===== config.mk =====
export PLATFORM = sky130hd
export DESIGN_NAME = seq_shift32_flat
export DESIGN_NICKNAME = d
export VERILOG_FILES = /design/src/rtl/seq_shift32_if.sv /design/src/rtl/seq_shift32.sv /design/src/flat_wrapper.sv
export SDC_FILE = /design/constraint.sdc
export NUM_CORES = 1
export LEC_CHECK = 0
export BUFFER_PORTS_ARGS = -buffer_cell sky130_fd_sc_hd__buf_4
export CAP_MARGIN = 20
export CORE_AREA = 8 8 81 83
export CTS_CLUSTER_DIAMETER = 30
export CTS_CLUSTER_SIZE = 40
export DETAILED_ROUTE_END_ITERATION = 10
export DIE_AREA = 0 0 89 91
export MAX_ROUTING_LAYER = met4
export PLACE_DENSITY = 0.81
export RECOVER_POWER = 50
export SETUP_SLACK_MARGIN = 0.05
export SYNTH_ARGS = -nofsm -noshare
export SYNTH_HDL_FRONTEND = slang
export SYNTH_SLANG_ARGS = --single-unit

===== constraint.sdc =====
create_clock -name clk -period 2.24 [get_ports clk]
set_clock_uncertainty 0.2 [all_clocks]
set_input_delay 0.336 -clock clk [delete_from_list [all_inputs] [get_ports clk]]
set_output_delay 0.336 -clock clk [all_outputs]
set_load 0.02 [all_outputs]

===== src/rtl/seq_shift32_if.sv =====
// Handshake/bus bundle for the sequential shifter.
//   master: drives start, x, amt, dir; observes busy, done, y
//   slave : the shifter side (inverse directions)
interface seq_shift32_if #(
  parameter int unsigned WIDTH = 32
);
  localparam int unsigned AMT_W = $clog2(WIDTH);

  logic             start;
  logic [WIDTH-1:0] x;
  logic [AMT_W-1:0] amt;
  logic             dir;
  logic             busy;
  logic             done;
  logic [WIDTH-1:0] y;

  modport master (
    output start, x, amt, dir,
    input  busy, done, y
  );

  modport slave (
    input  start, x, amt, dir,
    output busy, done, y
  );
endinterface


===== src/rtl/seq_shift32.sv =====
// Sequential barrel-less shifter: one bit of shift per clock.
// A start accepted in IDLE captures x/amt/dir, then the result register is
// shifted one position per cycle (logical left or arithmetic right) until
// amt shifts are done, after which done pulses for one cycle.
// Ports:
//   clk  - clock, all state on rising edge
//   rst  - synchronous active-high reset
//   bus  - seq_shift32_if.slave (start, x, amt, dir in; busy, done, y out)
module seq_shift32 #(
  parameter int unsigned WIDTH = 32
) (
  input  logic         clk,
  input  logic         rst,
  seq_shift32_if.slave bus
);

  localparam int unsigned CNT_W = $clog2(WIDTH);

  localparam logic [1:0] IDLE  = 2'd0;
  localparam logic [1:0] SHIFT = 2'd1;
  localparam logic [1:0] DONE  = 2'd2;

  logic [1:0]       state_q, state_d;
  logic [WIDTH-1:0] y_q,     y_d;
  logic [CNT_W-1:0] cnt_q,   cnt_d;
  logic             dir_q,   dir_d;
  logic             busy_q,  busy_d;
  logic             done_q,  done_d;

  // Next-state, datapath and registered-output decode.
  always_comb begin
    state_d = state_q;
    y_d     = y_q;
    cnt_d   = cnt_q;
    dir_d   = dir_q;

    case (state_q)
      IDLE: begin
        if (bus.start) begin
          y_d     = bus.x;
          cnt_d   = bus.amt;
          dir_d   = bus.dir;
          state_d = (bus.amt != '0) ? SHIFT : DONE;
        end
      end

      SHIFT: begin
        // dir=1 replicates the sign bit, dir=0 zero-fills the LSB.
        if (dir_q) begin
          y_d = {y_q[WIDTH-1], y_q[WIDTH-1:1]};
        end else begin
          y_d = {y_q[WIDTH-2:0], 1'b0};
        end
        cnt_d = cnt_q - CNT_W'(1);
        // Last shift happens on the 1 -> 0 decrement.
        if (cnt_q == CNT_W'(1)) begin
          state_d = DONE;
        end
      end

      DONE: begin
        // Start is deliberately ignored here; a new request waits for IDLE.
        state_d = IDLE;
      end

      default: begin
        state_d = IDLE;
      end
    endcase

    // Outputs are registered, so decode them from the next state.
    busy_d = (state_d != IDLE);
    done_d = (state_d == DONE);
  end

  // State register with synchronous reset; reset aborts any operation.
  always_ff @(posedge clk) begin
    if (rst) begin
      state_q <= IDLE;
      y_q     <= '0;
      cnt_q   <= '0;
      dir_q   <= 1'b0;
      busy_q  <= 1'b0;
      done_q  <= 1'b0;
    end else begin
      state_q <= state_d;
      y_q     <= y_d;
      cnt_q   <= cnt_d;
      dir_q   <= dir_d;
      busy_q  <= busy_d;
      done_q  <= done_d;
    end
  end

  assign bus.busy = busy_q;
  assign bus.done = done_q;
  assign bus.y    = y_q;

endmodule


===== src/flat_wrapper.sv =====
// flat-port wrapper written by rule: the top's interface ports become plain ports
module seq_shift32_flat 
#(
  parameter int unsigned WIDTH = 32
)
  (clk, rst, bus_start, bus_x, bus_amt, bus_dir, bus_busy, bus_done, bus_y);
  seq_shift32_if #(.WIDTH(WIDTH)) bus_i ();
  input  logic clk;
  input  logic rst;
  input wire logic [$bits(bus_i.start)-1:0] bus_start;
  input wire logic [$bits(bus_i.x)-1:0] bus_x;
  input wire logic [$bits(bus_i.amt)-1:0] bus_amt;
  input wire logic [$bits(bus_i.dir)-1:0] bus_dir;
  output wire logic [$bits(bus_i.busy)-1:0] bus_busy;
  output wire logic [$bits(bus_i.done)-1:0] bus_done;
  output wire logic [$bits(bus_i.y)-1:0] bus_y;
  assign bus_i.start = bus_start;
  assign bus_i.x = bus_x;
  assign bus_i.amt = bus_amt;
  assign bus_i.dir = bus_dir;
  assign bus_busy = bus_i.busy;
  assign bus_done = bus_i.done;
  assign bus_y = bus_i.y;
  seq_shift32 #(.WIDTH(WIDTH)) u_core (.clk(clk), .rst(rst), .bus(bus_i));
endmodule

==> impl_metrics.ini <==
[setup_path]
r2r_setup_slack_ps = 410
endpoint = u_core.bus.y[16]
worst_r2r_path_depth = 4
cpPeakStageDelay_ps = 630
cp_max_fo = 31
r2r_start = u_core.state_q[0]
timing.rr.end = u_core.bus.y[16]
critPathLaunchType = flip-flop
cp.required_ps = 2260
crit_buf_inv = 1
crit_arrival_ps = 1850
cp-end-kind = flip-flop
critical_path_class = reg -> reg
crit_slowest_cell = dfxtp_1
cp.depth = 4
path_cells = o21ba_1 -> nand2_1 -> buf_12 -> o2bb2ai_1
cpLargestDelayFamily = flip-flops
startpoint = u_core.state_q[0]

[sta]
layout_setup_ws_ps = 411
hold_viol_final = 0
finalSetupViolCount = 0
rsz0062_at_grt = false
drv_slew = 0
period_needed_ps = 1830
timing.setup.tns_ps = 0
tightest_slew_ps = 497
min_period_over_period = 0.817
relSlewSlack = 0.668
fmax_mhz = 547

[job]
maxCapViolCount = 0

[floorplan]
core_area_um2 = 5340
rows = 27
dieHeight_um = 91
initial_core_util = 0.414
io-pin-count = 75
die-width_um = 89
die_area_um2 = 8100

[yosys]
postSynthAreaPerCell_um2 = 10.8
ys_async_sr_fraction = 0
synth_warnings = 0
ys_seq_area_frac = 0.381
synthTopCellsByArea = dfxtp_1 (38%), mux2_2 (15%), mux2i_1 (14%)
dominantRegCellSynth = dfxtp_1
yosys-top-cells-count = dfxtp_1 (42), mux2i_1 (31), o2bb2ai_1 (31)
synthMuxAreaShare = 0.293
synth_edf_count = 0
syn_area_um2 = 2210
yosysTopAreaCell = dfxtp_1
synth.ff_latch_count = 42
synth_compound_area_frac = 0.209
synthAdderAreaFrac = 0.0113
synth_top_family_by_area = multiplexers
synthSimpleGateAreaFrac = 0.0606
synth_fp_nets = 248
yosysMostFrequentCell = dfxtp_1
synthCells = 205
post_synth_xor_area_fraction = 0
synth_top_area_frac = 0.381
synth_cell_types = 36

[drt]
detail_route.wl_per_cell_um = 16.0
drtIter0Drc = 69
ant_nets = 0
remaining_drc_errors = 0
vias = 1854
vias_per_cell = 5.31
routed_wirelength_um = 5580
dr.pass1.iters = 4

[place]
post_dp_cell_area_um2 = 2860
portBuffers = 74
dp_hpwl_um = 4070
pre_cts_slack_ps = 487
gp_congestion = 0.889

[pwr]
p_int_mw = 1.52
p_sw_frac = 0.289
clkPwrFrac = 0.334
p_leak_nw = 1.14
ir_drop_mv = 0.334
p_seq_frac = 0.420
switching_power_uw = 619
combPwrFrac = 0.246
p_per_area_nw_per_um2 = 747

[clocking]
numClockSinks = 42
path_clk_slew_ps = 80
htreeDepth = 2
cts.path.max_buffers = 2
clk_latency_ps = 290
cts_buffers = 5
cts_resized = 0
postCtsHoldBufs = 0
cts_tree = yes
root_buffer = clkbuf_8
cts_setup_buffers = 0

[cells_and_area]
area_growth_pct = 29.8
regArea_um2 = 841
fin_util = 0.537
fin_nets = 319
fin_area_um2 = 2870
diodes = 0
multi_input_area_um2 = 1280
fill_cells = 535
drive_above_1_share = 0.329

[min_path]
worst_hold_path_type = in -> reg

[global_routing]
grt_pass1_vias = 1952
grt_overflow_total = 0
grt.total_usage = 0.144
grt_max_degree = 32
grt_pass1_wl_um = 9260
antenna_found_initial = 0

[run_status]
outcome = finished, final reports clean
-- registers in the layout, indices dropped and copies added, names as in the netlist --
signal           count
u_core.bus.busy      1
u_core.bus.done      1
u_core.bus.y        32
u_core.cnt_q         5
u_core.dir_q         1
u_core.state_q       2
-- area by class of cell --
type,instances,share of cell area
timing repair buffer,80,0.174
clock inverter,3,0.0240
inverter,6,0.00785
clock buffer,5,0.0240
sequential,42,0.293
multi-input combinational,141,0.446
tap,72,0.0314
-- cell families after synthesis --
group,after synthesis
fa+ha+maj,2
mux,61
simple gates,23
buf+inv,22
flops,42
compound gates,55
-- worst min path at each step --
stage          cells past startpoint            start               to  slack [ps]
2_1_floorplan                      1              rst     u_core.dir_q         210
3_3_place_gp                       2  u_core.cnt_q[4]  u_core.cnt_q[4]         270
3_5_place_dp                       2  u_core.cnt_q[4]  u_core.cnt_q[4]         270
4_1_cts                            2              rst     u_core.dir_q          60
5_1_grt                            2              rst     u_core.dir_q          60
6_report                           2              rst     u_core.dir_q          70
-- layout by cell type, fill, tap and decap left out, types with 2 or more instances in the layout --
cell type,instances
nor3b_1,2
a21boi_1,2
o221a_2,3
buf_4,44
clkbuf_8,5
nand3_1,2
a21boi_0,2
inv_1,6
buf_12,2
mux2i_1,31
nand2b_1,2
a2bb2oi_1,2
o2bb2ai_1,31
nor3_1,2
a21oi_1,3
nor2_1,5
nor2b_1,4
clkbuf_1,34
o21ai_0,3
dfxtp_1,42
ha_1,2
bufinv_16,2
mux2_2,30
-- through the flow --
stage          total power, mW  hold slack (ps)  instances
2_1_floorplan             1.27              208        205
3_3_place_gp              1.49              272        341
3_5_place_dp              1.50              268        341
4_1_cts                   2.22             60.1        349
5_1_grt                   2.26             61.7        349
6_report                  2.14             65.2        349
-- per-layer routing --
metal | track usage | vias up | part of all wire | wire (um)
met1 | 0.177 | 874 | 0.46 | 2570
met2 | 0.233 | 47 | 0.48 | 2660
met4 | 0.0416 | 0 | 0.011 | 64
met3 | 0.0252 | 5 | 0.049 | 273
met5 | - | - | 0 | 0
li1 | - | 928 | - | -
-- power by group through the flow --
stage | registers [mW] | clock network, mW | logic, mW
after floorplan | 0.963 | 0 | 0.302
after global placement | 0.914 | 0 | 0.572
after detailed placement | 0.917 | 0 | 0.579
after CTS | 0.901 | 0.738 | 0.580
after global routing | 0.915 | 0.770 | 0.576
final | 0.899 | 0.717 | 0.527
(Power assumes the default switching activity.)
